<file path="config.mk">
export PLATFORM = sky130hd
export DESIGN_NAME = imem_boot_ctrl
export DESIGN_NICKNAME = d
export VERILOG_FILES = /design/src/rtl/imem_boot_ctrl.sv
export SDC_FILE = /design/constraint.sdc
export NUM_CORES = 1
export LEC_CHECK = 0
export BUFFER_PORTS_ARGS = -buffer_cell sky130_fd_sc_hd__clkbuf_2
export CAP_MARGIN = 10
export CORE_MARGIN = 2
export CORE_UTILIZATION = 30
export CTS_CLUSTER_SIZE = 14
export DETAILED_ROUTE_END_ITERATION = 10
export SKIP_CTS_REPAIR_TIMING = 1
export SYNTH_ARGS = -nofsm -noshare
export SYNTH_HDL_FRONTEND = slang
export SYNTH_SLANG_ARGS = --single-unit
</file>
<file path="constraint.sdc">
create_clock -name clk -period 3.4 [get_ports clk]
set_input_delay 0.34 -clock clk [delete_from_list [all_inputs] [get_ports clk]]
set_output_delay 0.34 -clock clk [all_outputs]
set_load 0.1 [all_outputs]
</file>
<file path="src/rtl/imem_boot_ctrl.sv">
// rtl/imem_boot_ctrl.sv - instruction memory boot loader and CPU/programming-port access arbiter
module imem_boot_ctrl #(
    parameter int DEPTH  = 16,
    parameter int ADDR_W = 4
) (
    input  logic              clk,
    input  logic              reset,
    input  logic              load_req,
    input  logic              byte_valid,
    input  logic [7:0]        byte_data,
    output logic              byte_ready,
    input  logic [31:0]       cpu_fetch_addr,
    output logic [ADDR_W-1:0] mem_raddr,
    output logic              fetch_fault,
    output logic              cpu_stall,
    output logic              cpu_restart,
    output logic              mem_we,
    output logic [ADDR_W-1:0] mem_waddr,
    output logic [31:0]       mem_wdata,
    output logic              load_busy,
    output logic              load_done
);

    typedef enum logic [1:0] {
        RUN,
        LOAD,
        COMMIT,
        RESTART
    } state_t;

    // Word counter is one bit wider than the address so a full image is visible as DEPTH.
    localparam logic [ADDR_W:0] LAST_WORD = (ADDR_W + 1)'(DEPTH - 1);
    localparam logic [ADDR_W:0] WORD_INC  = (ADDR_W + 1)'(1);

    state_t            state;
    state_t            state_next;
    logic [1:0]        byte_cnt;
    logic [ADDR_W:0]   word_cnt;
    logic [31:0]       asm_word;
    logic              load_done_r;
    logic              byte_accept;

    assign byte_accept = byte_valid & byte_ready;

    always_ff @(posedge clk) begin
        if (reset) begin
            state <= RUN;
        end else begin
            state <= state_next;
        end
    end

    always_comb begin
        state_next  = state;
        byte_ready  = 1'b0;
        cpu_stall   = 1'b1;
        cpu_restart = 1'b0;
        mem_we      = 1'b0;
        load_busy   = 1'b0;
        fetch_fault = 1'b0;
        mem_raddr   = word_cnt[ADDR_W-1:0];
        unique case (state)
            RUN: begin
                cpu_stall   = 1'b0;
                mem_raddr   = cpu_fetch_addr[ADDR_W+1:2];
                fetch_fault = (|cpu_fetch_addr[1:0]) | (|cpu_fetch_addr[31:ADDR_W+2]);
                if (load_req) begin
                    state_next = LOAD;
                end
            end
            LOAD: begin
                byte_ready = 1'b1;
                load_busy  = 1'b1;
                if (byte_valid && byte_cnt == 2'd3) begin
                    state_next = COMMIT;
                end
            end
            COMMIT: begin
                mem_we     = 1'b1;
                load_busy  = 1'b1;
                state_next = (word_cnt == LAST_WORD) ? RESTART : LOAD;
            end
            RESTART: begin
                cpu_restart = 1'b1;
                state_next  = RUN;
            end
            default: begin
                state_next = RUN;
            end
        endcase
    end

    always_ff @(posedge clk) begin
        if (reset) begin
            byte_cnt    <= 2'd0;
            word_cnt    <= '0;
            asm_word    <= 32'd0;
            load_done_r <= 1'b0;
        end else begin
            unique case (state)
                RUN: begin
                    if (load_req) begin
                        byte_cnt    <= 2'd0;
                        word_cnt    <= '0;
                        load_done_r <= 1'b0;
                    end
                end
                LOAD: begin
                    // Big-endian packing: the first byte of a word ends up in bits 31:24.
                    if (byte_accept) begin
                        asm_word <= {asm_word[23:0], byte_data};
                        byte_cnt <= byte_cnt + 2'd1;
                    end
                end
                COMMIT: begin
                    word_cnt <= word_cnt + WORD_INC;
                end
                RESTART: begin
                    load_done_r <= 1'b1;
                end
                default: begin
                end
            endcase
        end
    end

    assign mem_waddr = word_cnt[ADDR_W-1:0];
    assign mem_wdata = asm_word;
    assign load_done = load_done_r;

endmodule

</file>
### Word-level counts from Yosys, hierarchy flattened

Index checks and enable logic that the tools add are counted.

| storage, ports and cells | value |
|---|---|
| flip-flop bits (word level) | 42 |
| bits in latches | 0 |
| memory bits (writable) | 0 |
| bits in read-only memories | 0 |
| input bits | 44 |
| memories | 0 |

| cells by class | value |
|---|---|
| $add $sub $neg | 2 |
| $mul | 0 |
| div/mod/pow operators | 0 |
| magnitude comparators | 0 |
| equal/unequal tests | 8 |
| shift operators | 0 |
| multiplexer cells | 18 |
| bitwise operators | 2 |
| reductions and logical operators | 13 |

Operators by type and width:

| cell | number |
|---|---|
| OR reduction 26 bit | 1 |
| 2-to-1 mux 2 bit | 5 |
| case mux 5 bit (2 select lines) | 1 |
| case mux 2 bit (4 select lines) | 1 |
| AND reduction 2 bit | 4 |
| 2-to-1 mux 1 bit | 7 |
| == test 2 bit, second input constant | 3 |
| inequality test 2 bit, second input constant | 3 |
| nonzero test 2 bit | 3 |
| adder 5 x 1 -> 5 bit, second input constant | 1 |
| == test 5 x 4 -> 1 bit, second input constant | 1 |
| 2-to-1 mux 5 bit | 1 |
| 2-to-1 mux 4 bit | 1 |
| case mux 2 bit (2 select lines) | 1 |
| OR reduction 2 bit | 2 |
| AND reduction 3 bit | 1 |
| adder 2 x 1 -> 2 bit, second input constant | 1 |
| == test 2 x 1 -> 1 bit, second input constant | 1 |
| logical NOT 2 bit | 1 |
| case mux 1 bit (2 select lines) | 1 |
| bitwise AND 1 bit | 1 |
| logical AND 1 bit | 1 |
| OR 1 bit | 1 |

### Logic depth before layout (Yosys ltp)

| depth | value |
|---|---|
| depth in word-level cells | 5 |
| depth in mapped cells | 7 |

### Worst setup path before layout

No wires, ideal clock.

| timing path | value |
|---|---|
| kind | reg2out |
| from | register state[1] |
| to | output fetch_fault |
| arrival | 2824 ps |
| path slack | 236 ps |
| cell stages (with the launch flop) | 6 |
| buffers on the path | 1 |
| cell sequence | dfxtp_1 -> inv_1 -> ha_1 -> buf_6 -> inv_1 -> a41oi_1 |

| on the way | value |
|---|---|
| longest elaborated chain between the ends | 2 |

Ends and longest elaborated chain:

| item | line | source |
|---|---|---|
| from (decl) | 35 | `state_t state;` |
| from (signal assigned) | 49 | `state <= state_next;` |
| logical NOT 2 bit | 62 | `unique case (state)` |
| 2-to-1 mux 1 bit | 62 |  |
| to (decl) | 14 | `output logic fetch_fault,` |

No other way between the ends.

### Worst setup path in the final report

| timing path | value |
|---|---|
| from | register state[0] |
| to | output fetch_fault |

The elaborated chain is that of the path after synthesis.

==> impl_metrics.tcl <==
set metrics [dict create \
    cts_buffer_depth 2 \
    core_area_mm2 0.00596 \
    required_ps 3060 \
    clkTransAtPathRegs_ps 90 \
    wl_um 4460 \
    portBuffers 90 \
    dieWidth_um 82.7 \
    irDropWorstVdd_mv 0.488 \
    slew_violations 0 \
    drt-initial-drc-count 102 \
    path_class "reg2out" \
    grt_pass1_vias 1568 \
    ys_ff_latch 42 \
    core.rowCount 28 \
    relSlewSlack 0.303 \
    initial_core_util 0.312 \
    clock-root-buffer "clkbuf_8" \
    final_common_cell "clkbuf_2" \
    skew_ps 6.69 \
    avgRoutedWirePerCell_um 11.5 \
    regToRegEndpoint "mem_wdata[21]" \
    synth-async-reset-ratio 0 \
    cts_max_level 2 \
    setup_viol 0 \
    hold_slack_ps 254 \
    gr-total-overflow 0 \
    ys.warnings.count 0 \
    drt_pass1_iterations 4 \
    holdPathStages 3 \
    area_growth_pct 29.7 \
    status "finished, final reports clean" \
    power_density_mw_per_mm2 764 \
    maxCapViolCount 0 \
    synth_flop_cell "dfxtp_1" \
    synth_cell_type_count 30 \
    cts_buffers 5 \
    io_pins 91 \
    setup_tns_ps 0 \
    hpwl_um 3230 \
    timing.final.crit_period_ps 2360 \
    ff2ff_path_depth 5 \
    routabilityCongestion 0.712 \
    antenna_found_initial 0 \
    ys_seq_area_frac 0.452 \
    hold_class "in2reg" \
    worstReg2RegStart "state[1]" \
    finalNetCount 365 \
    p_leak_nw 1.06 \
    cts_tree "done" \
    drive_above_1_share 0.341 \
    worstSetupEndpointType "output pin" \
    drt.antenna.violating_nets 0 \
    synth_area_per_cell_um2 8.01 \
    grtUsageTotal 0.135 \
    clkSinkCount 42 \
    vias 1771 \
    die_y_um 82.7 \
    hold_viol_final 0 \
    grt_max_degree 43 \
    min_from "byte_data[3]" \
    critPathMaxFanout 10 \
    start_kind "register" \
    reg2reg_slack_ps 1420 \
    critPathArrivalTime_ps 2020 \
    synthesis.nets 284 \
    max_freq_mhz 424 \
    antenna_cells 0 \
    insertion_delay_ps 290 \
    route.detailed.drc 0 \
    die_area_mm2 0.00684 \
    synth_cells 232 \
    whs_endpoint "mem_wdata[3]" \
    synth_edf_count 0 \
    rsz0062_at_grt "false" \
    mostFrequentLayoutCells "clkbuf_2 (90), nand2_1 (72), dfxtp_1 (42), a21oi_1 (38), ha_1 (8)" \
    viasPerCell 4.55 \
    synth.cell_area_mm2 0.00186 \
    tightest_slew_ps 1040 \
    period_share 0.693 \
    grt_pass1_wl_um 7150 \
]
per-stage QoR:
| stage | setup slack [ps] | util | std cells | power, mW | area, um2 |
|---|---|---|---|---|---|
| 3_5_place_dp | 1340 | 0.386 | 381 | 1.46 | 2300 |
| 6_report | 1040 | 0.405 | 389 | 1.84 | 2410 |
| 4_1_cts | 999 | 0.405 | 389 | 1.87 | 2410 |
| 3_3_place_gp | 1380 | 0.386 | 381 | 1.46 | 2300 |
| 2_1_floorplan | 236 | - | 232 | 1.35 | 1860 |
| 5_1_grt | 845 | 0.405 | 389 | 1.94 | 2410 |
where the power goes:
| group | internal, mW | switching [mW] | total [mW] |
|---|---|---|---|
| registers | 0.522 | 0.0274 | 0.549 |
| clock network | 0.220 | 0.180 | 0.400 |
| logic | 0.158 | 0.735 | 0.893 |
| total | 0.900 | 0.943 | 1.84 |
worst max-delay path, cell delays in order, from the launching register on:
cell      delay, ps
dfxtp_1         360
inv_1           120
ha_1            450
inv_1           130
a41oi_1         180
clkbuf_2        480
routing by layer:
metal / share of wire / vias up / routed length (um) / GRT usage
met1: 0.47 / 785 / 2100 / 0.170
met5: 0 / - / 0 / 0
met2: 0.47 / 40 / 2080 / 0.223
met4: 0.017 / 0 / 74 / 0.0574
li1: - / 940 / - / -
met3: 0.046 / 6 / 207 / 0.0283
area by class of cell:
cell class	count	area [um2]
clock buffer	5	68.8
multi-input combinational	168	887
tap	75	93.8
timing repair buffer	91	458
clock inverter	3	43.8
inverter	5	18.8
fill	664	3540
sequential	42	841
synthesized netlist by cell type (all sizes together) (2+ instances only):
cell type / n / share of area
a21oi: 39 / 0.11
a32oi: 2 / 0.0094
and2: 2 / 0.0067
and3: 2 / 0.0067
buf: 9 / 0.044
clkbuf: 8 / 0.016
dfxtp: 42 / 0.45
ha: 8 / 0.054
inv: 5 / 0.010
mux2: 4 / 0.024
nand2: 72 / 0.15
nand2b: 5 / 0.018
nand3: 2 / 0.0054
nor2: 7 / 0.014
nor3: 2 / 0.0054
nor4: 7 / 0.024
o21ai: 7 / 0.019
worst max-delay path by stage:
stage	start	end	slack (ps)	cells past startpoint
6_report	state[0]	fetch_fault	1040	5
5_1_grt	state[0]	fetch_fault	850	5
4_1_cts	state[0]	fetch_fault	1000	5
3_5_place_dp	state[0]	fetch_fault	1340	5
3_3_place_gp	state[0]	fetch_fault	1380	5
2_1_floorplan	state[1]	fetch_fault	240	5
logic make-up (layout without fill, tap and decap cells):
group	Yosys count	after routing	share of synthesized area
AO/OA/AOI/OAI	53	53	0.157
adder cells (fa/ha/maj)	8	8	0.0538
buffers and inverters	22	104	0.0707
flip-flops	42	42	0.452
multiplexers	4	4	0.0242
AND/OR/NAND/NOR	103	103	0.242
state kept, by name, indices dropped and copies added, names as in the netlist:
signal,flops
byte_cnt,2
mem_wdata,32
state,2
word_cnt,5
load_done,1
Power figures use the tool's default switching activity.
